`src/rtl/wakeup_dependency_matrix.sv`:
```
// wakeup_dependency_matrix: IQ producer matrix tracking per-entry wakeup dependencies; WAKEUP_DEP_MATRIX_OLDEST_EN adds age-based oldest-ready select
module wakeup_dependency_matrix #(
  parameter int ENTRY_NUM = 16,
  parameter int DISPATCH_WIDTH = 2,
  parameter int WAKEUP_WIDTH = 4,
  localparam int PTR_W = $clog2(ENTRY_NUM)
) (
  input  logic                                         clk,
  input  logic                                         rst,
  input  logic [DISPATCH_WIDTH-1:0]                    dispatch,
  input  logic [DISPATCH_WIDTH-1:0][PTR_W-1:0]         dispatchPtr,
  input  logic [DISPATCH_WIDTH-1:0][ENTRY_NUM-1:0]     dispatchDepVector,
  input  logic [WAKEUP_WIDTH-1:0]                      wakeup,
  input  logic [WAKEUP_WIDTH-1:0][ENTRY_NUM-1:0]       wakeupVector,
  input  logic [WAKEUP_WIDTH-1:0]                      releaseEntry,
  input  logic [WAKEUP_WIDTH-1:0][PTR_W-1:0]           releasePtr,
  input  logic [ENTRY_NUM-1:0]                         flushIQ_Entry,
  output logic [ENTRY_NUM-1:0]                         entryValid,
  output logic [ENTRY_NUM-1:0]                         entryReady,
  output logic [PTR_W:0]                               freeCount,
  output logic                                         dispatchConflict
`ifdef WAKEUP_DEP_MATRIX_OLDEST_EN
  ,
  output logic                                         oldestReadyValid,
  output logic [PTR_W-1:0]                             oldestReadyPtr
`endif
);
  logic [ENTRY_NUM-1:0][ENTRY_NUM-1:0] dep_q, dep_d, disp_row;
  logic [ENTRY_NUM-1:0] valid_d, ready_d, wake_mask, disp_hit, rel_hit;
  logic conflict_d;
  logic [PTR_W:0] free_d;
  always_comb begin
    wake_mask = '0;
    disp_hit = '0;
    rel_hit = '0;
    disp_row = '0;
    conflict_d = dispatchConflict;
    free_d = (PTR_W+1)'(ENTRY_NUM);
    for (int w = 0; w < WAKEUP_WIDTH; w++) begin
      wake_mask = wake_mask | (wakeup[w] ? wakeupVector[w] : '0);
      if (releaseEntry[w]) rel_hit[releasePtr[w]] = 1'b1;
    end
    // later slots overwrite earlier ones, so slot 1 wins a shared pointer
    for (int d = 0; d < DISPATCH_WIDTH; d++) begin
      if (dispatch[d]) begin
        disp_hit[dispatchPtr[d]] = 1'b1;
        disp_row[dispatchPtr[d]] = dispatchDepVector[d] & ~wake_mask;
        if (entryValid[dispatchPtr[d]] && !rel_hit[dispatchPtr[d]] && !flushIQ_Entry[dispatchPtr[d]]) conflict_d = 1'b1;
        for (int e = 0; e < d; e++)
          if (dispatch[e] && dispatchPtr[e] == dispatchPtr[d]) conflict_d = 1'b1;
      end
    end
    for (int i = 0; i < ENTRY_NUM; i++) begin
      valid_d[i] = disp_hit[i] | (entryValid[i] & ~flushIQ_Entry[i] & ~rel_hit[i]);
      dep_d[i] = disp_hit[i] ? disp_row[i] : dep_q[i] & ~wake_mask & ~disp_hit;
      ready_d[i] = valid_d[i] & ~|dep_d[i];
      free_d = free_d - (PTR_W+1)'(valid_d[i]);
    end
  end
  always_ff @(posedge clk or negedge rst) begin
    if (!rst) begin
      dep_q <= '0;
      entryValid <= '0;
      entryReady <= '0;
      freeCount <= (PTR_W+1)'(ENTRY_NUM);
      dispatchConflict <= 1'b0;
    end else begin
      dep_q <= dep_d;
      entryValid <= valid_d;
      entryReady <= ready_d;
      freeCount <= free_d;
      dispatchConflict <= conflict_d;
    end
  end
`ifdef WAKEUP_DEP_MATRIX_OLDEST_EN
  logic [ENTRY_NUM-1:0][ENTRY_NUM-1:0] age_q, age_d;
  logic [ENTRY_NUM-1:0] older_slot, blocked;
  logic [PTR_W-1:0] oldest_ptr_d;
  always_comb begin
    age_d = age_q;
    older_slot = '0;
    blocked = '0;
    oldest_ptr_d = '0;
    // age[j][k]=1: j is older than k; a new entry is younger than everything live
    for (int d = 0; d < DISPATCH_WIDTH; d++) begin
      if (dispatch[d]) begin
        age_d[dispatchPtr[d]] = '0;
        for (int j = 0; j < ENTRY_NUM; j++)
          if (PTR_W'(j) != dispatchPtr[d] && (entryValid[j] || older_slot[j])) age_d[j][dispatchPtr[d]] = 1'b1;
        older_slot[dispatchPtr[d]] = 1'b1;
      end
    end
    for (int i = 0; i < ENTRY_NUM; i++)
      for (int j = 0; j < ENTRY_NUM; j++)
        blocked[i] = blocked[i] | (ready_d[j] & age_d[j][i]);
    for (int i = 0; i < ENTRY_NUM; i++)
      if (ready_d[i] && !blocked[i]) oldest_ptr_d = PTR_W'(i);
  end
  always_ff @(posedge clk or negedge rst) begin
    if (!rst) begin
      age_q <= '0;
      oldestReadyValid <= 1'b0;
      oldestReadyPtr <= '0;
    end else begin
      age_q <= age_d;
      oldestReadyValid <= |ready_d;
      oldestReadyPtr <= oldest_ptr_d;
    end
  end
`endif
endmodule

```
`config.mk`:
```
export PLATFORM = sky130hd
export DESIGN_NAME = wakeup_dependency_matrix
export DESIGN_NICKNAME = d
export VERILOG_FILES = /design/src/rtl/wakeup_dependency_matrix.sv
export SDC_FILE = /design/constraint.sdc
export NUM_CORES = 1
export LEC_CHECK = 0
export ABC_AREA = 1
export CORE_UTILIZATION = 53
export DETAILED_ROUTE_END_ITERATION = 8
export PLACE_DENSITY = 0.75
export SYNTH_ARGS = -nofsm -noshare
export SYNTH_HDL_FRONTEND = slang
export SYNTH_SLANG_ARGS = --single-unit
```
`constraint.sdc`:
```
create_clock -name clk -period 4.8 [get_ports clk]
set_clock_uncertainty 0.2 [all_clocks]
set_input_delay 1.44 -clock clk [delete_from_list [all_inputs] [get_ports clk]]
set_output_delay 1.44 -clock clk [all_outputs]
set_load 0.05 [all_outputs]
```
==> flow_summary.toml <==
[status]
status = "finished, violations left"
violations = "setup timing"

[cts]
clock_latency_ns = 0.58
ctsHtreeMaxLevel = 2
clk_transition_reported_paths_ns = 0.07
clockBufferDepth = 3
cts_tree = "done"
cts_buffers = 35
ctsHoldBuffers = 0
cts_root_buf = "clkbuf_16"
clock-sinks = 294

[floorplan]
die_area_um2 = 35300
ios = 186
rows = 67
die_x_um = 188
core_area_um2 = 33800
start_util_pct = 54.3
die_h_um = 188

[min_path]
hold-path-cell-count = 2
min_to = "dispatchConflict"
hold_class = "flop to flop"
hp-start = "dispatchConflict"

[yosys]
synth_cell_types = 38
yosys_warnings = 0
netlist_instances = 2784
synthTopCellsByArea = "dfrtp_1, nand2_1, nor2_1, inv_1, nand3_1"
synth_edf_count = 0
yosys_most_used_dff = "dfrtp_1"
ys_ff_latch = 294
ys_seq_area_share_pct = 40.1
synthArstFlopShare_pct = 100
netlist.area_leader.share_pct = 40.0
syn_nets = 2954
syn_avg_cell_area_um2 = 6.58
syn-cell-area_um2 = 18300
yosysTopAreaCell = "dfrtp_1"

[global_route]
grt_max_degree = 94
grtUsageTotal_pct = 45.5
grt_pass1_vias = 20451
antenna_found_initial = 3
grt_pass1_wl_mm = 120
grt_remaining_overflow = 0

[setup_path]
r2r_end = "freeCount[3]"
crit_type = "input pin to flop"
r2r_cells = 14
cp.arrival_ns = 5.69
r2r_start = "entryValid[2]"
cp-start-kind = "input pin"
rrSetupSlack_ns = 0.36
crit_required_ns = 5.09
endpoint_kind = "flop"
worstPathMaxFanout = 4

[pwr]
leakage_uw = 0.0135
cellPowerDensity_nw_per_um2 = 286
ir_drop_v = 0.000292

[layout]
fin_util_pct = 72.6
layout.nets = 3380
finalInstanceArea_um2 = 24500
seq_area_um2 = 7360
drive_gt1_share_pct = 18.7
n_antenna_cell = 0
area_growth_pct = 33.8
multi_input_area_um2 = 9520
fill_cells = 2838

[placed_design]
gp_congestion = 1.00
place_area_um2 = 22500
dp_slack_ns = -1.74
hpwl_mm = 56.9
io_buffers = 185

[sta]
worst_slew_pin_slew_ns = 1.03
max_slew_margin_pct = 31.1
grt_setup_unrepaired = "yes"
setup_viol = 3
finalHoldViolations = 0
setup_slack_ns = -0.599
slew_violations = 0
post-route-period-util_pct = 112
fmax_ghz = 0.185
period_minus_slack_ns = 5.40
whs_ns = 0.286

[detailed_routing]
viasPerCell = 5.70
drtIter0Drc = 2548
drc = 0
vias = 20968
postRouteAntennaNets = 0
drt_pass1_iterations = 7
wl_per_cell_um = 21.7
wirelength_mm = 79.9

[flow_run]
drv_cap = 0
-- placed cells by master, fill, tap and decap left out, types with 17 or more instances in the layout --
cell               n
nor2_4            37
buf_6             31
nor3_1            34
nand2_1          701
nor2_1           617
o221ai_1          17
dfrtp_1          293
nor2_2            20
o22ai_1           49
nand3_1          128
clkdlybuf4s50_1  153
inv_2             49
nand2_2           42
inv_1            395
clkbuf_16         35
o21ai_0          120
buf_4            277
o211ai_1          56
-- state kept, by name (all words and copies together), names as in the netlist --
| name | flops |
|---|---|
| dep_q | 256 |
| dispatchConflict | 1 |
| entryReady | 16 |
| entryValid | 16 |
| freeCount | 5 |
-- where the power goes --
| group | internal (uW) | switching (uW) |
|---|---|---|
| Combinational | 625 | 1150 |
| Clock | 1510 | 1150 |
| Sequential | 2560 | 28.6 |
| Total | 4690 | 2330 |
-- what timing repair did --
| item | 4_1_cts | 5_1_grt |
|---|---|---|
| setup endpoints to repair | 4 | 4 |
| pin swaps | 76 | 22 |
| setup buffers | 39 | 10 |
| gates resized for setup | 288 | 43 |
-- synthesized netlist by cell type (33+ instances only) --
| library cell | count |
|---|---|
| o22ai_1 | 49 |
| nand2_1 | 736 |
| buf_2 | 33 |
| nor2_1 | 648 |
| clkbuf_1 | 47 |
| nand3_1 | 141 |
| nor3_1 | 45 |
| o211ai_1 | 56 |
| inv_1 | 417 |
| o21ai_0 | 120 |
| dfrtp_1 | 293 |
| inv_2 | 33 |
-- cell families (layout without fill, tap and decap cells) --
| family | after synthesis | after routing | share of synthesized area (%) |
|---|---|---|---|
| adders and majority gates | 22 | 22 | 1.95 |
| buffers and inverters | 549 | 998 | 11.9 |
| xor gates and xnor gates | 2 | 2 | 0.0956 |
| AOI/OAI and AO/OA | 279 | 279 | 9.34 |
| DFF | 294 | 294 | 40.1 |
| and+or+nand+nor | 1638 | 1638 | 36.6 |
-- worst max-delay path, stage by stage --
cell and delay (ns):
buf_4 0.13, buf_4 0.14, nand3_1 0.14, nor2_1 0.05, nor2_1 0.15, nand2_2 0.12, o31ai_4 0.39, fa_2 0.30
ha_4 0.20, fa_2 0.58, fa_2 0.45, fa_2 0.35, fa_1 0.52, inv_2 0.05, ha_4 0.15, fa_2 0.53
-- metal layers --
layer / global-route usage, % / routed length (um) / up-vias
met1: 55.6 / 28700 / 9631
met3: 12.7 / 10000 / 445
li1: - / - / 9428
met2: 69.6 / 34600 / 1460
met4: 32.0 / 6610 / 4
met5: 0 / 17 / -
-- metrics by stage --
step	TNS [ns]	power, uW	cells
floorplan	-2.95	3370	2784
CTS	-1.24	6930	3672
global placement	-5.76	4180	3573
finish	-1.35	7010	3681
detailed placement	-6.05	4200	3573
global route	-1.55	7180	3681
-- area by class of cell --
cell class	count	share of cell area, %
Clock inverter	10	0.505
Inverter	457	7.14
Sequential cell	294	30.0
Clock buffer	50	4.05
Tap cell	448	2.29
Multi-Input combinational cell	1941	38.8
Timing Repair Buffer	481	17.2
-- how the worst max path moves through the flow --
stage / cells after the start / endpoint / startpoint / slack (ns)
after global placement: 20 / freeCount[3] / dispatchPtr[4] / -1.67
after CTS: 21 / freeCount[3] / releasePtr[10] / -0.56
after detailed placement: 20 / freeCount[3] / dispatchPtr[4] / -1.74
after global routing: 18 / freeCount[3] / releasePtr[2] / -0.66
after floorplan: 20 / freeCount[3] / dispatchPtr[5] / -1.01
final: 16 / freeCount[3] / releasePtr[1] / -0.60
Power figures use the tool's default switching activity.
